## src/rtl/sd_pkg.sv

```systemverilog
// rtl/sd_pkg.sv - shared SD command-line constants, state encoding and CRC7 step
package sd_pkg;

    localparam int SD_FRAME_LEN = 48;
    localparam int SD_CRC_BITS  = 40;
    localparam logic [6:0] SD_CRC7_POLY = 7'h09;

    typedef enum logic [1:0] {
        ST_IDLE       = 2'd0,
        ST_WAIT_START = 2'd1,
        ST_RECV       = 2'd2
    } resp_state_e;

    // One serial step of x^7 + x^3 + 1, MSB-first.
    function automatic logic [6:0] crc7_next(input logic [6:0] crc, input logic bit_in);
        logic fb;
        fb = bit_in ^ crc[6];
        return {crc[5:0], 1'b0} ^ (fb ? SD_CRC7_POLY : 7'h00);
    endfunction

endpackage

```

## src/rtl/sd_crc7.sv

```systemverilog
// rtl/sd_crc7.sv - serial CRC7 register with synchronous clear and bit enable
module sd_crc7
    import sd_pkg::*;
(
    input  logic       clk,
    input  logic       rst,
    input  logic       clear,
    input  logic       en,
    input  logic       bit_in,
    output logic [6:0] crc
);

    always_ff @(posedge clk) begin
        if (rst || clear) begin
            crc <= 7'h00;
        end else if (en) begin
            crc <= crc7_next(crc, bit_in);
        end
    end

endmodule

```

## src/rtl/sd_cmd_resp_rx.sv

```systemverilog
// rtl/sd_cmd_resp_rx.sv - bit-serial 48-bit SD response receiver with framing and CRC7 check
module sd_cmd_resp_rx
    import sd_pkg::*;
#(
    parameter int NCR_MAX   = 64,
    parameter int CHECK_DIR = 1
) (
    input  logic        clk,
    input  logic        rst,
    input  logic        sample_en,
    input  logic        cmd_in,
    input  logic        start,
    input  logic        skip_crc,
    output logic        busy,
    output logic        done,
    output logic [5:0]  resp_index,
    output logic [31:0] resp_arg,
    output logic        crc_ok,
    output logic        frame_err,
    output logic        timeout
);

    localparam int WCNT_W = $clog2(NCR_MAX + 1);

    localparam logic [1:0] S_IDLE       = ST_IDLE;
    localparam logic [1:0] S_WAIT_START = ST_WAIT_START;
    localparam logic [1:0] S_RECV       = ST_RECV;

    logic [1:0]        state;
    logic [WCNT_W-1:0] wait_cnt;
    logic [5:0]        bit_cnt;
    logic [46:0]       shreg;
    logic              skip_q;
    logic [6:0]        crc;
    logic [47:0]       full;
    logic              crc_clear;
    logic              crc_en;

    // Frame as it stands once the current bit is appended; only meaningful on the last bit.
    assign full = {shreg, cmd_in};
    assign busy = (state != S_IDLE);

    assign crc_clear = (state == S_IDLE) && start;
    assign crc_en    = sample_en &&
                       (((state == S_WAIT_START) && !cmd_in) ||
                        ((state == S_RECV) && (bit_cnt < 6'(SD_CRC_BITS))));

    sd_crc7 u_crc7 (
        .clk    (clk),
        .rst    (rst),
        .clear  (crc_clear),
        .en     (crc_en),
        .bit_in (cmd_in),
        .crc    (crc)
    );

    always_ff @(posedge clk) begin
        if (rst) begin
            state      <= S_IDLE;
            wait_cnt   <= '0;
            bit_cnt    <= '0;
            shreg      <= '0;
            skip_q     <= 1'b0;
            done       <= 1'b0;
            resp_index <= '0;
            resp_arg   <= '0;
            crc_ok     <= 1'b0;
            frame_err  <= 1'b0;
            timeout    <= 1'b0;
        end else begin
            done <= 1'b0;
            case (state)
                S_IDLE: begin
                    if (start) begin
                        skip_q    <= skip_crc;
                        crc_ok    <= 1'b0;
                        frame_err <= 1'b0;
                        timeout   <= 1'b0;
                        wait_cnt  <= '0;
                        state     <= S_WAIT_START;
                    end
                end
                S_WAIT_START: begin
                    if (sample_en) begin
                        if (!cmd_in) begin
                            shreg   <= {shreg[45:0], cmd_in};
                            bit_cnt <= 6'd1;
                            state   <= S_RECV;
                        end else if (wait_cnt == WCNT_W'(NCR_MAX - 1)) begin
                            timeout <= 1'b1;
                            done    <= 1'b1;
                            state   <= S_IDLE;
                        end else begin
                            wait_cnt <= wait_cnt + 1'b1;
                        end
                    end
                end
                S_RECV: begin
                    if (sample_en) begin
                        shreg   <= {shreg[45:0], cmd_in};
                        bit_cnt <= bit_cnt + 1'b1;
                        if (bit_cnt == 6'(SD_FRAME_LEN - 1)) begin
                            resp_index <= full[45:40];
                            resp_arg   <= full[39:8];
                            crc_ok     <= skip_q || (crc == full[7:1]);
                            frame_err  <= full[47] || !full[0] ||
                                          ((CHECK_DIR != 0) && full[46]);
                            done       <= 1'b1;
                            state      <= S_IDLE;
                        end
                    end
                end
                default: state <= S_IDLE;
            endcase
        end
    end

endmodule

```

## config.mk

```make
export PLATFORM = sky130hd
export DESIGN_NAME = sd_cmd_resp_rx
export DESIGN_NICKNAME = d
export VERILOG_FILES = /design/src/rtl/sd_pkg.sv /design/src/rtl/sd_crc7.sv /design/src/rtl/sd_cmd_resp_rx.sv
export SDC_FILE = /design/constraint.sdc
export NUM_CORES = 1
export LEC_CHECK = 0
export BUFFER_PORTS_ARGS = -buffer_cell sky130_fd_sc_hd__buf_2
export CORE_MARGIN = 2
export CORE_UTILIZATION = 31
export DETAILED_ROUTE_END_ITERATION = 7
export GPL_TIMING_DRIVEN = 0
export SLEW_MARGIN = 10
export SYNTH_ARGS = -nofsm -noshare
export SYNTH_HDL_FRONTEND = slang
export SYNTH_SLANG_ARGS = --single-unit
```

## constraint.sdc

```tcl
create_clock -name clk -period 4.6 [get_ports clk]
set_input_delay 0 -clock clk [delete_from_list [all_inputs] [get_ports clk]]
set_output_delay 0 -clock clk [all_outputs]
set_load 0.005 [all_outputs]
```

* Word-level counts from Yosys, hierarchy flattened *
Cells that the tools add are included.
Widths: inputs -> output; s select.

cells by class
  add/subtract/negate cells = 2
  multipliers = 0
  divide/modulo/power cells = 0
  magnitude comparators = 1
  equal/unequal tests = 14
  shift operators = 0
  mux-type cells = 38
  bitwise logic cells = 2
  reduce and logical (&&, ||, !) cells = 22

operators by type and width
  operator             number
  $mux 47              3
  $pmux 47 s2          1
  $mux 7               4
  $mux 6               3
  $reduce_and 5->1     3
  $pmux 7 s2           1
  $mux 1               13
  $mux 2               6
  $ne 2x2->1 const B   6
  $pmux 6 s2           1
  $pmux 1 s2           4
  $reduce_and 4->1     2
  $reduce_bool 2->1    4
  $add 7x1->7 const B  1
  $eq 7x6->1 const B   1
  $eq 7x7->1           1
  $xor 7x7->7          1
  $add 6x1->6 const B  1
  $eq 6x6->1 const B   1
  $lt 6x6->1 const B   1
  $pmux 2 s3           1
  $logic_or 1x1->1     5
  $logic_and 1x1->1    4
  $mux 4               1
  9 further kinds      10

storage, ports and cells
  flip-flop bits (word level) = 112
  bits in latches = 0
  bits in writable memories = 0
  bits in read-only memories = 0
  memories kept = 0

* Logic depth before layout (Yosys ltp) *
Gate-level depths: netlist of the first run.

  depth in word-level cells = 6
  mapped depth = 8
  mapped depth without buffers = 6

* By module *
A second synthesis of the first run with hierarchy kept.

unflattened totals
  cell total of the unflattened synthesis = 541
  area total of the unflattened synthesis = 4448.0 um2

by module, submodules not included
  module          instances  cells an instance  area an instance (um2)  seq. area each (um2)
  sd_cmd_resp_rx  1          513                4171.5                  2102.0
  sd_crc7         1          28                 276.5                   140.1

* Least setup slack after synthesis of the first run *
Ideal clock, no wire load.

  path kind = flip-flop to flip-flop
  start = register state[0]
  end = register wait_cnt[4]
  arrival = 1.786 ns
  required time = 4.530 ns
  path slack = 2.744 ns
  stages on the path, launching flop included = 8
  path buffers = 1
  period minus slack after synthesis = 1.856 ns
  cell sequence = dfxtp_1 -> inv_1 -> ha_1 -> buf_6 -> nor2b_4 -> a211o_4 -> or4_1 -> a21boi_1

on the way
  word-level cells in the longest chain between the ends = 3

ends and longest elaborated chain
  element                                                                  RTL line              text
  start, declared                                                          sd_cmd_resp_rx.sv:29  logic [1:0] state;
  start signal, assigned                                                   sd_cmd_resp_rx.sv:59  state <= S_IDLE;
  start signal, assigned                                                   sd_cmd_resp_rx.sv:80  state <= S_WAIT_START;
  start signal, assigned                                                   sd_cmd_resp_rx.sv:88  state <= S_RECV;
  $eq 2x1->1 / $logic_not 2->1 (equally long branches)                     sd_cmd_resp_rx.sv:72  case (state)
  $ne 2x2->1 (no source line) / $reduce_bool 2->1 (equally long branches)  --
  $reduce_and 5->1 (no source line)                                        --
  end signal, assigned                                                     sd_cmd_resp_rx.sv:94  wait_cnt <= wait_cnt + 1'b1;
  end, declared                                                            sd_cmd_resp_rx.sv:30  logic [WCNT_W-1:0] wait_cnt;

Several ways; a longest one is shown, not always the timed one.
A chain may end at the register's enable or synchronous reset.

* Worst setup path after layout of the first run *
  start = register state[1]
  end = register shreg[6]

on the way
  word-level cells in the longest chain between the ends = 3

ends and longest elaborated chain
  element                                                                  RTL line               text
  $eq 2x1->1 / $eq 2x2->1 (equally long branches)                          sd_cmd_resp_rx.sv:72
  $ne 2x2->1 (no source line) / $reduce_bool 2->1 (equally long branches)  --
  $reduce_and 4->1 (no source line)                                        --
  end signal, assigned                                                     sd_cmd_resp_rx.sv:86   shreg <= {shreg[45:0], cmd_in};
  end signal, assigned                                                     sd_cmd_resp_rx.sv:100  shreg <= {shreg[45:0], cmd_in};
  end, declared                                                            sd_cmd_resp_rx.sv:32   logic [46:0] shreg;

Several ways; a longest one is shown, not always the timed one.

==> impl_metrics.json, run 1 <==
{
  "status": "finished clean",
  "tightest_slew_ns": 0.6745,
  "die_w_um": 123.8,
  "postPlaceCellArea_um2": 4900,
  "setup_viol": 0,
  "crit_slowest_cell": "o21ai_1",
  "maxCapViolations": 0,
  "power.total_uw": 2062,
  "synth_area_leaders": "dfxtp_1 (50%), nand2_1 (16%), a21oi_1 (11%)",
  "boundaryPins": 49,
  "cts_buffers": 9,
  "whs_ns": 0.03957,
  "antenna_cells": 0,
  "fin_ws_ns": 2.478,
  "syn_to_final_growth_pct": 17.24,
  "max_freq_mhz": 471.2,
  "grt-ovfl-total": 0,
  "leakage_uw": 0.001929,
  "grt_pass1_vias": 3614,
  "finClkSkew_ns": 0.01161,
  "netSwitchingPower_uw": 595.8,
  "cts_hold_buf": 3,
  "cts_tree": "yes",
  "via_per_inst": 4.791,
  "slew_headroom_pct": 55.03,
  "wire_per_inst_um": 12.64,
  "route.detailed.drc": 0,
  "ys_seq_elements": 112,
  "drt-total-wl_um": 10100,
  "path_max_fanout": 10,
  "die_h_um": 123.8,
  "syn-instance-count": 555,
  "syn_nets": 566,
  "clkLatencyLatePin_ns": 0.34,
  "grtUsageTotal_pct": 13.76,
  "p_sw_share_pct": 28.89,
  "clockBufferDepth": 2,
  "netlist_area_um2": 4449,
  "power_frac_comb_pct": 15.6,
  "cts_sinks": 112,
  "hold_violations": 0,
  "hold_depth": 4,
  "crit_required_ns": 4.87,
  "period_minus_slack_ns": 2.122,
  "setup-tns-final_ns": 0,
  "dp_hpwl_um": 7453,
  "rsz0062_at_grt": "no",
  "ys_top_cells_by_count": "nand2_1 (193), dfxtp_1 (112), a21oi_1 (96), clkbuf_1 (22)",
  "antenna_found_initial": 0,
  "intPower_uw": 1467,
  "netlist.area_leader.share_pct": 50.39,
  "clockPowerShare_pct": 36.2,
  "reg2reg_depth": 7,
  "vias": 3828,
  "rows": 43,
  "cp_slowest_stage_delay_ns": 0.44,
  "seq_area_frac_synth_pct": 50.39,
  "peakVddDrop_uv": 185.8,
  "synth_edf_count": 0,
  "drtPass1Iterations": 5,
  "ys.flop_type": "dfxtp_1",
  "hold_path_class": "in -> reg",
  "pre_cts_slack_ns": 2.431,
  "syn_area_per_cell_um2": 8.017,
  "period_share_pct": 46.14,
  "cts-resized-gates": 0,
  "stdcell_area_um2": 5216,
  "dieArea_um2": 15330,
  "start_kind": "flop",
  "slew_viol_final": 0,
  "synth.most_common_cell": "nand2_1",
  "cts-root-buf": "clkbuf_16",
  "grt_max_degree": 21,
  "endpoint_kind": "flop",
  "async_flop_share_pct": 0,
  "crit_chain": "inv_1 -> ha_1 -> buf_2 -> o21ai_1 -> clkbuf_1 -> nand2_1 -> a21oi_1",
  "seq_power_share_pct": 48.2,
  "clkTransAtPathRegs_ns": 0.07,
  "place.gp.congestion": 0.8189,
  "portBuffers": 45,
  "coreArea_um2": 13930,
  "post_cts_buffers": 0,
  "synth_cell_types": 45,
  "final_layout_size_suffix_gt1_share_pct": 12.60,
  "yosys.area.top_type": "dfxtp_1",
  "nets": 625,
  "critPathKind": "reg -> reg",
  "crit_arrival_ns": 2.39,
  "yosysWarnings": 0,
  "final_antenna_net_count": 0,
  "grt_pass1_wl_um": 16630,
  "htreeDepth": 3,
  "p_per_area_nw_per_um2": 395.4,
  "drt_iter0_drc": 167,
  "start_util_pct": 31.93
}
-- sequential cells by signal, indices dropped and copies added (netlist names) --
name	count
shreg	47
resp_arg	32
u_crc7.crc	7
wait_cnt	7
bit_cnt	6
resp_index	6
state	2
crc_ok	1
done	1
frame_err	1
skip_q	1
timeout	1
-- power by group through the flow --
| stage | Clock, µW | Combinational, µW | Sequential (µW) |
|---|---|---|---|
| after floorplan | 0 | 239 | 1010 |
| after global placement | 0 | 311 | 1020 |
| after detailed placement | 0 | 318 | 1020 |
| after CTS | 770 | 324 | 994 |
| after global routing | 813 | 358 | 996 |
| final | 746 | 322 | 994 |
-- critical path: cells and delay by family, from the launching register on --
| family | cells | cell delay, ns |
|---|---|---|
| simple gates | 1 | 0.11 |
| flops | 1 | 0.36 |
| buf+inv | 3 | 0.71 |
| fa+ha+maj | 1 | 0.27 |
| compound gates | 2 | 0.60 |
-- cell type report --
| class | count | area [µm²] |
|---|---|---|
| sequential | 112 | 2242 |
| inverter | 5 | 18.77 |
| multi-input combinational | 401 | 2024 |
| timing repair buffer | 48 | 255.2 |
| clock inverter | 7 | 61.31 |
| clock buffer | 9 | 225.2 |
| buffer | 37 | 163.9 |
| fill | 1432 | 8718 |
| tap | 180 | 225.2 |
-- cell families after synthesis --
kind of cell / count (synthesis) / synth area share (%)
multiplexers: 11 / 2.475
adder cells (fa/ha/maj): 5 / 1.406
flip-flops: 112 / 50.39
buffers and inverters: 42 / 4.106
XOR/XNOR: 9 / 1.772
AND/OR/NAND/NOR: 257 / 25.17
AO/OA/AOI/OAI: 119 / 14.68
-- cell usage in the layout, fill, tap and decap left out, types with 6 or more instances in the layout --
cell type / Yosys / layout
a21oi_1: 96 / 96
buf_2: 11 / 56
clkbuf_1: 22 / 22
clkbuf_16: 0 / 9
dfxtp_1: 112 / 112
mux2i_1: 11 / 11
nand2_1: 193 / 193
nand2b_1: 9 / 9
nand3_1: 11 / 11
nor2_1: 8 / 8
nor2b_1: 6 / 6
o21ai_0: 6 / 6
xor2_1: 7 / 7
-- routing by layer --
| metal | vias to the layer above | GRT usage (%) | wire length, µm |
|---|---|---|---|
| met2 | 60 | 22.70 | 4961 |
| met4 | 0 | 7.031 | 116 |
| li1 | 1968 | - | - |
| met5 | - | 0 | 0 |
| met1 | 1794 | 17.18 | 4659 |
| met3 | 6 | 2.473 | 361 |
-- per-stage QoR --
| stage | instances | util [%] |
|---|---|---|
| floorplan | 555 | - |
| global placement | 780 | 35.16 |
| detailed placement | 780 | 35.16 |
| CTS | 799 | 37.43 |
| global route | 799 | 37.43 |
| finish | 799 | 37.43 |
-- worst paths after layout --
kind	to	from	slack, ns
setup / recovery	shreg[6]$_SDFFE_PP0P_	state[1]$_SDFFE_PP0P_	2.48
hold / removal	skip_q$_SDFFE_PP0P_	start	0.04
setup reg to reg	shreg[6]$_SDFFE_PP0P_	state[1]$_SDFFE_PP0P_	2.48
hold reg to reg	resp_arg[11]$_SDFFE_PP0P_	resp_arg[11]$_SDFFE_PP0P_	0.45
Note: power is estimated with default switching activity, not from simulation.
==> run 2, diff against run 1 <==
- clock period: 4.6 -> 1.8 ns (I/O delays scaled with it)
==> run 2 against run 1 <==
  * Count of clock-buffer cells in the layout up 2
  * Sequential power rose to 2.6 times the previous value
  * Critical path depth down 1
  * Combinational power rose to 3.5 times the previous value
  * First-iteration DRC count up 12%
  * Die area unchanged
  * Clock skew down 0.0047 ns
  * Critical endpoint is now wait_cnt[0]$_SDFFE_PP0P_
==> impl_metrics.json, run 2 (same netlist as run 1, synthesis figures left out) <==
{
  "status": "finished clean",
  "vias": 3887,
  "clkTransAtPathRegs_ns": 0.07,
  "grt_max_degree": 17,
  "cts_tree": "yes",
  "hold_depth": 4,
  "route.detailed.drc": 0,
  "via_per_inst": 4.799,
  "nets": 638,
  "layout_commonest_cell": "nand2_1",
  "grt_use_met1_pct": 17.77,
  "grt-ovfl-total": 0,
  "period_share_pct": 97.44,
  "crit_arrival_ns": 2.02,
  "clockBufferDepth": 2,
  "largestRegisters": "shreg: 47 flops, resp_arg: 32 flops",
  "boundaryPins": 49,
  "setup-tns-final_ns": 0,
  "cts-root-buf": "clkbuf_16",
  "wire_per_inst_um": 13.15,
  "power.total_uw": 5623,
  "finClkSkew_ns": 0.006893,
  "crit_chain": "buf_6 -> ha_4 -> nor2_4 -> a211o_4 -> or4b_1 -> a31oi_1",
  "critPathKind": "reg -> reg",
  "r2r_start": "state[0]$_SDFFE_PP0P_",
  "largest-register": "shreg",
  "p_sw_share_pct": 27.61,
  "fillers": 1415,
  "intPower_uw": 4070,
  "slew_headroom_pct": 57.96,
  "grtUsageTotal_pct": 14.33,
  "layout_common_cells": "nand2_1 (193), dfxtp_1 (109), a21oi_1 (96), buf_2 (49), buf_4 (20)",
  "path_max_fanout": 6,
  "peakVddDrop_uv": 606.0,
  "leakage_uw": 0.002035,
  "hold_start": "start",
  "maxCapViolations": 0,
  "start_util_pct": 31.93,
  "met3_usage_pct": 1.969,
  "hold_end": "skip_q$_SDFFE_PP0P_",
  "syn_to_final_growth_pct": 22.33,
  "power_frac_comb_pct": 20.3,
  "coreArea_um2": 13930,
  "die_w_um": 123.8,
  "endpoint_kind": "flop",
  "hold_path_class": "in -> reg",
  "drtPass1Iterations": 4,
  "post-route-util_pct": 39.06,
  "portBuffers": 45,
  "max_freq_mhz": 570.2,
  "place.gp.congestion": 0.8276,
  "stdcell_area_um2": 5443,
  "r2r_end": "wait_cnt[0]$_SDFFE_PP0P_",
  "antenna_cells": 0,
  "crit_slowest_cell": "or4b_1",
  "dieArea_um2": 15330,
  "dp_hpwl_um": 7535,
  "period_minus_slack_ns": 1.754,
  "cp_slowest_stage_delay_ns": 0.52,
  "tightest_slew_ns": 0.6306,
  "die_h_um": 123.8,
  "netSwitchingPower_uw": 1553,
  "drt-total-wl_um": 10660,
  "seq_power_share_pct": 45.3,
  "crit_required_ns": 2.07,
  "largest_reg_flops": 47,
  "stdcell_count": 810,
  "postPlaceCellArea_um2": 4901,
  "htreeDepth": 3,
  "grt_pass1_wl_um": 17340,
  "busiest_layer": "met2",
  "cts_sinks": 112,
  "drt_iter0_drc": 187,
  "clockPowerShare_pct": 34.4,
  "antenna_found_initial": 0,
  "seq_area_um2": 2246,
  "reg2reg_depth": 6,
  "multi_input_area_um2": 2107,
  "hold_violations": 0,
  "p_per_area_nw_per_um2": 1033,
  "slew_viol_final": 0,
  "rows": 43,
  "cts_buffers": 9,
  "worst-r2r-setup-slack_ns": 0.05,
  "start_kind": "flop",
  "rsz0062_at_grt": "yes",
  "grt_pass1_vias": 3756,
  "final_layout_size_suffix_gt1_share_pct": 18.10,
  "setup_viol": 0,
  "clkLatencyLatePin_ns": 0.34,
  "met2_usage_pct": 24.38,
  "final_antenna_net_count": 0,
  "numPlacedInstances": 780
}
[run 2: cell type report]
type | instances | area share, %
buffer | 34 | 3.425
clock buffer | 11 | 4.276
clock inverter | 3 | 0.8046
inverter | 5 | 0.3448
multi-input combinational | 401 | 38.71
sequential | 112 | 41.26
tap | 180 | 4.138
timing repair buffer | 64 | 7.034
[run 2: per-stage QoR]
stage / hold slack, ns / worst slack (ns)
after CTS: 0.02307 / 0.004338
after global routing: 0.05980 / -0.003960
final: 0.02722 / 0.04616
after detailed placement: 0.2776 / -0.3370
after global placement: 0.2728 / -0.2907
after floorplan: 0.1475 / -0.01914
[run 2: metal layers]
metal	wire (µm)	up-vias
met2	5185	71
met3	367	24
met4	288	0
met5	0	-
met1	4814	1805
li1	-	1987
[run 2: timing repair]
| item | CTS | global route |
|---|---|---|
| endpoints found under the hold margin | 2 | 0 |
| pin swaps | 8 | 5 |
| setup buffers | 10 | 6 |
| resized for setup | 23 | 27 |
| setup endpoints to repair | 103 | 97 |
| hold buffers | 3 | 0 |
[run 2: worst max-delay path, delay by kind of cell, from the launching register on]
family,cells,cell delay (ns)
simple gates,2,0.58
fa+ha+maj,1,0.19
flops,1,0.34
compound gates,2,0.46
buf+inv,1,0.11
[run 2: how the worst max path moves through the flow]
| stage | from | cells after the start | end | slack [ns] |
|---|---|---|---|---|
| after CTS | state[0]$_SDFFE_PP0P_ | 6 | wait_cnt[0]$_SDFFE_PP0P_ | 0.004 |
| after detailed placement | state[1]$_SDFFE_PP0P_ | 7 | bit_cnt[4]$_SDFFE_PP0P_ | -0.34 |
| final | state[0]$_SDFFE_PP0P_ | 6 | wait_cnt[0]$_SDFFE_PP0P_ | 0.05 |
| after global placement | state[1]$_SDFFE_PP0P_ | 7 | bit_cnt[2]$_SDFFE_PP0P_ | -0.29 |
| after floorplan | state[1]$_SDFFE_PP0P_ | 7 | wait_cnt[4]$_SDFFE_PP0P_ | -0.02 |
| after global routing | state[0]$_SDFFE_PP0P_ | 7 | wait_cnt[4]$_SDFFE_PP0P_ | -0.004 |
[run 2: power groups by stage]
stage | clock network [µW] | registers (µW) | logic (µW)
6_report | 1940 | 2550 | 1140
5_1_grt | 2090 | 2550 | 1250
4_1_cts | 1980 | 2540 | 1020
3_5_place_dp | 0 | 2600 | 818
3_3_place_gp | 0 | 2600 | 796
2_1_floorplan | 0 | 2590 | 611
==> run 3, diff against run 2 <==
- clock period: 1.8 -> 2.16 ns (I/O delays scaled with it)
==> run 3 against run 2 <==
  * Worst hold slack better by 0.0071 ns
  * Combinational power is 38% lower
  * Largest power group unchanged
  * Clock skew is 0.0039 ns higher
  * Die area stayed put
  * Sequential cell count did not move
==> impl_metrics.json, run 3 (same netlist as run 1, synthesis figures left out) <==
{
  "cts_tree": "yes",
  "cts_sinks": 112,
  "grt_pass1_vias": 3614,
  "largest-register": "shreg",
  "htreeDepth": 3,
  "leakage_uw": 0.001942,
  "cp_slowest_stage_delay_ns": 0.55,
  "maxCapViolations": 0,
  "period_share_pct": 93.11,
  "hold_violations": 0,
  "layout_common_cells": "nand2_1 (193), dfxtp_1 (112), a21oi_1 (96), buf_2 (56), clkbuf_1 (18)",
  "path_max_fanout": 10,
  "critPathKind": "reg -> reg",
  "status": "finished clean",
  "antenna_cells": 0,
  "worst-r2r-setup-slack_ns": 0.15,
  "rows": 43,
  "fin_ws_ns": 0.1489,
  "hold_path_class": "in -> reg",
  "start_kind": "flop",
  "max_freq_mhz": 497.2,
  "path_buf_inv": 2,
  "crit_required_ns": 2.39,
  "clkLatencyLatePin_ns": 0.35,
  "antenna_found_initial": 0,
  "boundaryPins": 49,
  "setup-tns-final_ns": 0,
  "largestRegisters": "shreg: 47 flops, resp_arg: 32 flops",
  "tightest_slew_ns": 0.6745,
  "period_minus_slack_ns": 2.011,
  "coreArea_um2": 13930,
  "cts-root-buf": "clkbuf_16",
  "p_per_area_nw_per_um2": 843.6,
  "vias": 3815,
  "drtPass1Iterations": 4,
  "dieArea_um2": 15330,
  "whs_ns": 0.03435,
  "cts_buffers": 9,
  "nets": 624,
  "grt_max_degree": 21,
  "final_antenna_net_count": 0,
  "crit_slowest_cell": "a211oi_1",
  "largest_reg_flops": 47,
  "rsz0062_at_grt": "yes",
  "final_layout_size_suffix_gt1_share_pct": 13.27,
  "slew_headroom_pct": 55.03,
  "pre_cts_slack_ns": -0.009078,
  "setup_viol": 0,
  "via_per_inst": 4.781,
  "wire_per_inst_um": 12.70,
  "fillers": 1432,
  "dp_hpwl_um": 7453,
  "crit_chain": "inv_1 -> ha_1 -> buf_2 -> a211oi_1 -> nand4_1 -> mux2i_1",
  "post_cts_buffers": 0,
  "portBuffers": 45,
  "finClkSkew_ns": 0.01080,
  "die_w_um": 123.8,
  "grt-ovfl-total": 0,
  "slew_viol_final": 0,
  "route.detailed.drc": 0,
  "endpoint_kind": "flop",
  "grt_pass1_wl_um": 16630,
  "layout_commonest_cell": "nand2_1",
  "drt_iter0_drc": 196,
  "crit_arrival_ns": 2.24,
  "crit_family": "compound AO/OA/AOI/OAI gates",
  "drt-total-wl_um": 10130,
  "clockBufferDepth": 2,
  "die_h_um": 123.8,
  "grtUsageTotal_pct": 13.76,
  "power.total_uw": 4414,
  "peakVddDrop_uv": 402.5,
  "place.gp.congestion": 0.8189,
  "clkTransAtPathRegs_ns": 0.07,
  "start_util_pct": 31.93,
  "syn_to_final_growth_pct": 17.60
}
==> run 3: final timing paths <==
check	from	endpoint	cells past startpoint
setup / recovery	state[1]$_SDFFE_PP0P_	wait_cnt[5]$_SDFFE_PP0P_	6
hold / removal	start	skip_q$_SDFFE_PP0P_	4
setup reg to reg	state[1]$_SDFFE_PP0P_	wait_cnt[5]$_SDFFE_PP0P_	6
hold reg to reg	resp_arg[20]$_SDFFE_PP0P_	resp_arg[20]$_SDFFE_PP0P_	2
==> run 3: through the flow <==
step	instances	util, %	instance area [µm²]
2_1_floorplan	555	-	4449
3_3_place_gp	780	35.16	4900
3_5_place_dp	780	35.16	4900
4_1_cts	799	37.46	5220
5_1_grt	798	37.55	5233
6_report	798	37.55	5233
==> run 3: report_power, final <==
| group | switching, µW | leakage (µW) | total, µW | internal [µW] |
|---|---|---|---|---|
| logic | 471 | 0.000896 | 704 | 233 |
| registers | 25.3 | 0.000902 | 2120 | 2090 |
| clock network | 787 | 0.000144 | 1590 | 806 |
==> run 3: worst reg2reg max path: cells and delay by family (launching register included) <==
kind	cells	cell delay (ns)
AO/OA/AOI/OAI	1	0.56
flip-flops	1	0.36
buffers and inverters	2	0.31
adder cells (fa/ha/maj)	1	0.29
AND/OR/NAND/NOR	1	0.22
multiplexers	1	0.17
==> run 3: layer usage <==
metal / wire length, µm / up-vias / track usage (%)
li1: - / 1966 / -
met1: 4600 / 1775 / 17.18
met2: 4905 / 63 / 22.70
met3: 434 / 11 / 2.473
met4: 191 / 0 / 7.031
met5: 0 / - / 0
==> run 3: area by class of cell <==
cell class / count / area (µm²) / share of cell area, %
well taps: 180 / 225.2 / 4.304
clock inverters: 7 / 61.31 / 1.172
inverters: 5 / 18.77 / 0.3587
clock buffers: 9 / 225.2 / 4.304
multi-input cells: 401 / 2041 / 39.00
repair buffers: 48 / 255.2 / 4.878
flip-flops and latches: 112 / 2242 / 42.85
plain buffers: 36 / 163.9 / 3.132
==> run 3: timing repair <==
| item | CTS | global route |
|---|---|---|
| hold endpoints to repair | 2 | 0 |
| gates resized for setup | 1 | 8 |
| hold buffers | 3 | 0 |
| setup endpoints to repair | 2 | 48 |
